File: src/rtl/mem_arbiter.sv
// Two-master (IFU/LSU) to one-slave memory arbiter; one outstanding transaction at a time.
// Optional round-robin arbitration is enabled by defining MEM_ARBITER_RR_EN (default: fixed LSU priority).
module mem_arbiter #(
    parameter int ADDR_W = 32,
    parameter int DATA_W = 32,
    parameter int MASK_W = 8
) (
    input  logic              clk,
    input  logic              rst,
    input  logic              ifu_req_valid,
    output logic              ifu_req_ready,
    input  logic [ADDR_W-1:0] ifu_addr,
    output logic              ifu_resp_valid,
    input  logic              ifu_resp_ready,
    output logic [DATA_W-1:0] ifu_rdata,
    input  logic              lsu_req_valid,
    output logic              lsu_req_ready,
    input  logic [ADDR_W-1:0] lsu_addr,
    input  logic              lsu_wen,
    input  logic [DATA_W-1:0] lsu_wdata,
    input  logic [MASK_W-1:0] lsu_wmask,
    output logic              lsu_resp_valid,
    input  logic              lsu_resp_ready,
    output logic [DATA_W-1:0] lsu_rdata,
    output logic              mem_req_valid,
    input  logic              mem_req_ready,
    output logic [ADDR_W-1:0] mem_addr,
    output logic              mem_wen,
    output logic [DATA_W-1:0] mem_wdata,
    output logic [MASK_W-1:0] mem_wmask,
    input  logic              mem_resp_valid,
    output logic              mem_resp_ready,
    input  logic [DATA_W-1:0] mem_rdata
);

    typedef enum logic [1:0] {IDLE, REQ, RESP} state_t;
    typedef enum logic [1:0] {G_NONE, G_IFU, G_LSU} grant_t;

    state_t            state;
    grant_t            grant;
    logic [ADDR_W-1:0] addr_q;
    logic              wen_q;
    logic [DATA_W-1:0] wdata_q;
    logic [MASK_W-1:0] wmask_q;

    logic pick_lsu;
    logic accept_ifu;
    logic accept_lsu;
    logic ifu_owns_resp;
    logic lsu_owns_resp;

`ifdef MEM_ARBITER_RR_EN
    logic last_lsu;

    // On contention the master that did not win last time goes first.
    always_comb pick_lsu = lsu_req_valid && (!ifu_req_valid || !last_lsu);

    always_ff @(posedge clk) begin
        if (rst)
            last_lsu <= 1'b0;
        else if (accept_lsu)
            last_lsu <= 1'b1;
        else if (accept_ifu)
            last_lsu <= 1'b0;
    end
`else
    always_comb pick_lsu = lsu_req_valid;
`endif

    // A request arriving during reset is never accepted, so ready is held low too.
    assign accept_lsu = (state == IDLE) && !rst && pick_lsu;
    assign accept_ifu = (state == IDLE) && !rst && ifu_req_valid && !pick_lsu;

    assign ifu_req_ready = accept_ifu;
    assign lsu_req_ready = accept_lsu;

    assign ifu_owns_resp = (state == RESP) && (grant == G_IFU);
    assign lsu_owns_resp = (state == RESP) && (grant == G_LSU);

    assign ifu_resp_valid = ifu_owns_resp && mem_resp_valid;
    assign lsu_resp_valid = lsu_owns_resp && mem_resp_valid;
    assign ifu_rdata      = ifu_owns_resp ? mem_rdata : '0;
    assign lsu_rdata      = lsu_owns_resp ? mem_rdata : '0;
    assign mem_resp_ready = (ifu_owns_resp && ifu_resp_ready) ||
                            (lsu_owns_resp && lsu_resp_ready);

    assign mem_req_valid = (state == REQ);
    assign mem_addr      = addr_q;
    assign mem_wen       = wen_q;
    assign mem_wdata     = wdata_q;
    assign mem_wmask     = wmask_q;

    // NOTE: all state here is written with <= so every register samples pre-edge values.
    always_ff @(posedge clk) begin
        if (rst) begin
            state   <= IDLE;
            grant   <= G_NONE;
            addr_q  <= '0;
            wen_q   <= 1'b0;
            wdata_q <= '0;
            wmask_q <= '0;
        end else begin
            case (state)
                IDLE: begin
                    if (accept_lsu) begin
                        grant   <= G_LSU;
                        addr_q  <= lsu_addr;
                        wen_q   <= lsu_wen;
                        wdata_q <= lsu_wdata;
                        wmask_q <= lsu_wmask;
                        state   <= REQ;
                    end else if (accept_ifu) begin
                        grant   <= G_IFU;
                        addr_q  <= ifu_addr;
                        wen_q   <= 1'b0;
                        wdata_q <= '0;
                        wmask_q <= '0;
                        state   <= REQ;
                    end
                end
                REQ: begin
                    if (mem_req_ready)
                        state <= RESP;
                end
                RESP: begin
                    if (mem_resp_valid && mem_resp_ready) begin
                        grant <= G_NONE;
                        state <= IDLE;
                    end
                end
                default: begin
                    grant <= G_NONE;
                    state <= IDLE;
                end
            endcase
        end
    end

endmodule

File: config.mk
export PLATFORM = sky130hd
export DESIGN_NAME = mem_arbiter
export DESIGN_NICKNAME = d
export VERILOG_FILES = /design/src/rtl/mem_arbiter.sv
export SDC_FILE = /design/constraint.sdc
export NUM_CORES = 1
export LEC_CHECK = 0
export ABC_AREA = 1
export CELL_PAD_IN_SITES_DETAIL_PLACEMENT = 0
export CELL_PAD_IN_SITES_GLOBAL_PLACEMENT = 2
export CORE_AREA = 2 2 120 122
export DETAILED_ROUTE_END_ITERATION = 6
export DIE_AREA = 0 0 122 124
export DONT_BUFFER_PORTS = 1
export GPL_TIMING_DRIVEN = 0
export PLACE_DENSITY = 0.75
export SKIP_CTS_REPAIR_TIMING = 1
export SLEW_MARGIN = 20
export SYNTH_ARGS = -nofsm -noshare
export SYNTH_HDL_FRONTEND = slang
export SYNTH_SLANG_ARGS = --single-unit
File: constraint.sdc
create_clock -name clk -period 3.4 [get_ports clk]
set_clock_uncertainty 0.05 [all_clocks]
set_input_delay 0.68 -clock clk [delete_from_list [all_inputs] [get_ports clk]]
set_output_delay 0.68 -clock clk [all_outputs]
set_load 0.05 [all_outputs]
### Word-level counts from Yosys, hierarchy flattened

Cells that the tools add are included.

| storage, ports and cells | value |
|---|---|
| bits in registers | 77 |
| input port bits | 145 |

| cells by class | value |
|---|---|
| equal/unequal tests | 7 |
| muxes and demuxes | 17 |
| bitwise gates (word level) | 1 |
| reductions and logical operators | 19 |

Operators by type and width:

| operator | number |
|---|---|
| $mux W32 | 6 |
| $mux W8 | 2 |
| $pmux W2 S3 | 2 |
| $logic_and A1 B1 Y1 | 11 |
| $mux W2 | 5 |
| $reduce_and A3 Y1 | 2 |
| $eq A2 B1 Y1 const B | 2 |
| $eq A2 B2 Y1 const B | 2 |
| $ne A2 B1 Y1 const B | 2 |
| $ne A3 B3 Y1 const B | 1 |
| $logic_not A1 Y1 | 2 |
| $logic_not A2 Y1 | 1 |
| $mux W1 | 2 |
| $reduce_and A2 Y1 | 1 |
| $reduce_bool A2 Y1 | 1 |
| $logic_or A1 B1 Y1 | 1 |
| $not A1 Y1 | 1 |

### Longest topological paths before layout

Gate-level depths: netlist of the first run.

| logic depth | value |
|---|---|
| word-level depth | 7 |
| gate-level depth with buffers | 10 |

### Worst setup path after synthesis of the first run

No wires, ideal clock.

| timing path | value |
|---|---|
| path type | input to output |
| start point | in rst |
| end point | out ifu_req_ready |
| arrival time | 1685 ps |
| required time | 2670 ps |
| slack | 985 ps |
| stages | 4 |
| buffers on the path | 1 |
| path through | buf_4 > inv_4 > nand3_1 > nor2_1 |

| on the way | value |
|---|---|
| word-level cells in the longest chain between the ends | 4 |

Ends and longest elaborated chain:

| element | RTL line | text |
|---|---|---|
| start, declared | 9 | `input logic rst,` |
| $logic_not A1 Y1 | 72 | `assign accept_ifu = (state == IDLE) && !rst && ifu_req_valid && !pick_lsu;` |
| $logic_and A1 B1 Y1 (3 in series) | 72 |  |
| end, declared | 11 | `output logic ifu_req_ready,` |

No other way between the ends.

### Final worst setup path of the first run

| timing path | value |
|---|---|
| start point | reg state[1] |
| end point | out ifu_rdata[4] |

| on the way | value |
|---|---|
| word-level cells in the longest chain between the ends | 3 |

Ends and longest elaborated chain:

| element | RTL line | text |
|---|---|---|
| start, declared | 39 | `state_t state;` |
| start signal, assigned | 96 | `state <= IDLE;` |
| start signal, assigned | 111 | `state <= REQ;` |
| start signal, assigned | 118 | `state <= REQ;` |
| $eq A2 B2 Y1 | 77 | `assign ifu_owns_resp = (state == RESP) && (grant == G_IFU);` |
| $logic_and A1 B1 Y1 | 77 |  |
| $mux W32 | 82 | `assign ifu_rdata = ifu_owns_resp ? mem_rdata : '0;` |
| end, declared | 15 | `output logic [DATA_W-1:0] ifu_rdata,` |

No other way between the ends.

==> reports/qor.yml, run 1 <==
power_and_ir_drop:
  seq_power_share_pct: 48.2
  power_leakage_nw: 1.67
  p_clk_share_pct: 40.1
  peakVddDrop_uv: 229
  internal_power_w: 0.00172
  p_comb_share_pct: 11.7
  sw_frac_of_total_pct: 34.1
  powerDensity_mw_per_mm2: 658
  switchingPower_w: 0.000887
global_routing:
  grt_pass1_vias: 3284
  grt_overflow_total: 0
  antenna_found_initial: 0
  grt_first_pass_wirelength_mm: 17.1
  grtUsageTotal_pct: 14.8
  grt_start_max_net_pins: 15
detailed_routing:
  drt-pass1-iter-count: 4
  drt_iter0_drc: 100
  vias: 3283
  drcViolationCount: 0
  ant_nets: 0
  drt-total-wl_mm: 11.7
  via_per_inst: 4.69
  avgRoutedWirePerCell_um: 16.7
hold_path:
  hold_class: "primary input to flop"
worst_setup_path:
  critPathLaunchType: "flop"
  cp-end-kind: "output port"
  path_cells: "inv_2, nor2_2, nand2_1, clkbuf_1, nor2_1"
  setup.worst_path.class: "flop to output port"
  cp.required_ps: 2670
  cp_max_fo: 10
  cpMaxStageDelayCell: "nor2_1"
  critical_path_arrival_ps: 2170
  cpPeakStageDelay_ps: 760
sta:
  setup_viol: 0
  finalSetupTns_ps: 0
  fin_crit_sh_pct: 85.2
  slew_violations: 0
  max-slew-margin-rel_pct: 23.0
  rsz0062_at_grt: "no"
  timing.final.ws_setup_ps: 504
  fmax_ghz: 0.345
  tightest_slew_ps: 1150
  hold_viol_final: 0
  fin_crit_ps: 2900
finish:
  syn2layout_area_growth_pct: 16.0
  finalInstanceArea_mm2: 0.00396
  fillers: 1530
  instances_no_fill: 700
  n_antenna_cell: 0
  multi_input_area_mm2: 0.00151
  drive_gt1_share_pct: 7.88
  nets: 660
  fin_util_pct: 28.9
  seqCellArea_mm2: 0.00154
clock_network:
  clk_pin_slew_worst_paths_ps: 60
  clock-sinks: 77
  cts-root-buf: "clkbuf_16"
  clk_path_buf_depth: 2
  numCtsBuffers: 9
  htree_levels: 3
  cts_tree: "done"
  clock_latency_ps: 330
placed_design:
  dp_cells: 684
  gp_congestion: 0.731
  place_area_mm2: 0.00364
  dp_hpwl_mm: 9.39
  dp_slack_ps: 737
  port_buffers: 0
floorplan:
  die_h_um: 124
  num_rows: 43
  core-area_mm2: 0.0137
  die_area_mm2: 0.0151
  ios: 288
  fp.dieW_um: 122
  initial_core_util_pct: 24.9
synthesis:
  ys_seq_area_share_pct: 45.1
  syn_area_mm2: 0.00341
  ys_seq_elements: 77
  synth_cell_types: 17
  syn_nets: 649
  ys_warn_count: 0
  syn_inst: 504
  syn_avg_cell_area_um2: 6.77
job:
  max_cap_violations: 0
status:
  outcome: "completed"
[worst paths after layout]
check | from | endpoint | slack [ps] | cells past startpoint
max | state[1] | ifu_rdata[4] | 500 | 5
min | lsu_wdata[14] | mem_wdata[14] | 440 | 2
max reg2reg | state[0] | grant[1] | 1490 | 7
min reg2reg | grant[0] | grant[0] | 480 | 2
[registers in the layout (all words and copies together), names as in the netlist]
signal / count
mem_wdata: 32
mem_wen: 1
mem_addr: 32
mem_wmask: 8
state: 2
grant: 2
[power groups by stage]
stage          registers, W  clock network (W)  logic (W)
2_1_floorplan       0.00126                  0   0.000248
3_3_place_gp        0.00128                  0   0.000304
3_5_place_dp        0.00128                  0   0.000311
4_1_cts             0.00126            0.00107   0.000312
5_1_grt             0.00126            0.00111   0.000352
6_report            0.00126            0.00104   0.000306
[layout make-up]
class,instances,area share (%)
inverters,43,4.20
multi-input cells,348,38.0
flip-flops and latches,77,38.9
clock buffers,10,5.78
clock inverters,6,2.37
well taps,180,5.68
plain buffers,36,5.02
[metal layers]
metal | share of wire [%] | wire, um | track usage [%] | vias up
met5 | 0 | 0 | 0 | -
met4 | 1.1 | 133 | 5.10 | 0
met3 | 9.0 | 1050 | 4.76 | 9
met2 | 53 | 6240 | 27.7 | 182
met1 | 36 | 4250 | 15.7 | 1471
li1 | - | - | - | 1621
[logic make-up (layout without fill, tap and decap cells)]
| kind of cell | Yosys count | in the layout | synth area share, % |
|---|---|---|---|
| AO/OA/AOI/OAI | 110 | 110 | 17.3 |
| buffers and inverters | 79 | 95 | 10.7 |
| flip-flops | 77 | 77 | 45.1 |
| AND/OR/NAND/NOR | 238 | 238 | 26.9 |
[worst max-delay path: cells and delay by family, from the launching register on]
| kind | cells | cell delay, ps |
|---|---|---|
| DFF | 1 | 370 |
| buffers and inverters | 2 | 320 |
| and+or+nand+nor | 3 | 1130 |
[cells in the mapped netlist]
| master | instances | area share [%] |
|---|---|---|
| buf_4 | 6 | 1.3 |
| a31oi_1 | 32 | 5.9 |
| clkbuf_1 | 17 | 1.9 |
| nor2_1 | 73 | 8.0 |
| a21oi_1 | 45 | 6.6 |
| inv_2 | 2 | 0.22 |
| o21ai_0 | 13 | 1.9 |
| nor2_2 | 2 | 0.37 |
| o21ai_1 | 20 | 2.9 |
| inv_4 | 2 | 0.37 |
| buf_2 | 9 | 1.3 |
| nand3_1 | 4 | 0.59 |
| dfxtp_1 | 77 | 45 |
| nand3_4 | 1 | 0.51 |
| inv_1 | 39 | 4.3 |
| nand2_1 | 158 | 17 |
| buf_6 | 4 | 1.3 |
[stage by stage]
stage | hold WS, ps | power [W]
2_1_floorplan | 424 | 0.00150
3_5_place_dp | 463 | 0.00159
5_1_grt | 430 | 0.00272
3_3_place_gp | 457 | 0.00158
6_report | 438 | 0.00261
4_1_cts | 427 | 0.00264
[cell usage in the layout, fill, tap and decap left out, drive strengths merged]
cell type and count:
bufinv 2, clkbuf 27, nand3 5, inv 45, o21ai 33, dfxtp 77, nor2 75, clkinv 1
a31oi 32, clkinvlp 1, nand2 158, a21oi 45, buf 19
(Power assumes the default switching activity.)
==> run 2, diff against run 1 <==
Settings changed: CAP_MARGIN set to 40.
==> run 2 against run 1 <==
  * Via count increased by 6.6%
  * Die area is the same
  * Highest routed layer unchanged
  * Sequential cell count did not move
  * Largest power group unchanged
  * First-iteration DRC count up 7.0%
==> reports/qor.yml, run 2 (synthesis gave the netlist of run 1 again) <==
status:
  outcome: "completed"
power_and_ir_drop:
  sw_frac_of_total_pct: 34.8
  power_leakage_nw: 1.91
  p_total_w: 0.00251
  switchingPower_w: 0.000874
  p_clk_share_pct: 37.4
  seq_power_share_pct: 49.9
  internal_power_w: 0.00164
  powerDensity_mw_per_mm2: 589
  p_comb_share_pct: 12.6
  peakVddDrop_uv: 262
detailed_routing:
  ant_nets: 0
  drt-total-wl_mm: 12.0
  drt-pass1-iter-count: 4
  drt_iter0_drc: 107
  vias: 3500
  via_per_inst: 4.70
  avgRoutedWirePerCell_um: 16.1
  drcViolationCount: 0
clock_network:
  numCtsBuffers: 9
  cts_tree: "done"
  clk_pin_slew_worst_paths_ps: 60
  clock_latency_ps: 340
  clock-sinks: 77
  htree_levels: 3
  clk_path_buf_depth: 2
  cts-root-buf: "clkbuf_16"
floorplan:
  die_area_mm2: 0.0151
  core-area_mm2: 0.0137
  die_h_um: 124
  num_rows: 43
  fp.dieW_um: 122
  ios: 288
  initial_core_util_pct: 24.9
placed_design:
  gp_congestion: 0.731
  dp_cells: 727
  dp_hpwl_mm: 9.59
  port_buffers: 0
  dp_slack_ps: 735
finish:
  syn2layout_area_growth_pct: 25.0
  multi_input_area_mm2: 0.00151
  nets: 705
  drive_gt1_share_pct: 15.2
  fillers: 1500
  instances_no_fill: 745
  layout_common_cells: "158 x nand2_1, 77 x dfxtp_1, 73 x nor2_1"
  seqCellArea_mm2: 0.00154
  mostFrequentLayoutCell: "nand2_1"
worst_setup_path:
  cp.required_ps: 2670
  cp_max_fo: 10
  critPathLaunchType: "flop"
  critical_path_arrival_ps: 2170
  setup.worst_path.class: "flop to output port"
  cp-end-kind: "output port"
sta:
  finalSetupTns_ps: 0
  fin_crit_ps: 2900
  fin_crit_sh_pct: 85.2
  hold_viol_final: 0
  rsz0062_at_grt: "no"
  slew_violations: 0
  whs_ps: 435
  setup_viol: 0
  tightest_slew_ps: 897
  max-slew-margin-rel_pct: 40.0
  fmax_ghz: 0.345
  timing.final.ws_setup_ps: 503
global_routing:
  grt_first_pass_wirelength_mm: 17.2
  grt_overflow_total: 0
  grtUsageTotal_pct: 15.1
  grt_start_max_net_pins: 14
  grt_pass1_vias: 3373
  antenna_found_initial: 1
job:
  max_cap_violations: 0
hold_path:
  hold_class: "primary input to flop"
==> run 2: cell types whose count changed in the layout (fill, tap and decap cells not counted), sizes merged <==
cell,delta
clkinv,+3
clkbuf,-1
buf,+45
clkinvlp,-1
diode,+1
inv,-1
bufinv,-1
==> run 2: final timing paths <==
kind | from | to | slack (ps) | cells after the start
worst max-delay path | state[1] | ifu_rdata[8] | 500 | 5
worst min-delay path | lsu_wdata[14] | mem_wdata[14] | 440 | 2
worst max register to register | state[1] | grant[1] | 1640 | 10
worst min register to register | grant[0] | grant[0] | 480 | 2
==> run 2: power groups by stage <==
stage / Combinational [W] / Sequential (W) / Clock (W)
2_1_floorplan: 0.000248 / 0.00126 / 0
3_3_place_gp: 0.000304 / 0.00128 / 0
3_5_place_dp: 0.000321 / 0.00128 / 0
4_1_cts: 0.000321 / 0.00126 / 0.000970
5_1_grt: 0.000360 / 0.00126 / 0.00101
6_report: 0.000318 / 0.00126 / 0.000941
==> run 2: metal layers <==
layer	vias up	share of wire, %	track usage, %
met5	-	0	0
met1	1584	37	15.6
met4	0	2.7	7.97
met2	184	51	27.4
met3	19	8.7	4.53
li1	1713	-	-
==> run 2: through the flow <==
step	util (%)	instance area, um2
6_report	31.1	4270
5_1_grt	31.1	4270
4_1_cts	31.0	4250
3_5_place_dp	28.9	3960
3_3_place_gp	26.5	3640
2_1_floorplan	-	3410
==> run 2: area by class of cell <==
| type | instances | area share [%] |
|---|---|---|
| clock inverters | 6 | 1.47 |
| multi-input cells | 348 | 35.3 |
| flip-flops and latches | 77 | 36.1 |
| inverters | 43 | 3.90 |
| diodes | 1 | 0.0586 |
| clock buffers | 9 | 5.28 |
| plain buffers | 36 | 4.66 |
| well taps | 180 | 5.28 |
| repair buffers | 45 | 7.92 |
==> run 2: worst max-delay path, cell delays in order (launching register included) <==
cell and delay (ps):
dfxtp_1 380, inv_2 50, nor2_2 180, nand2_1 200, clkbuf_1 280, nor2_1 740
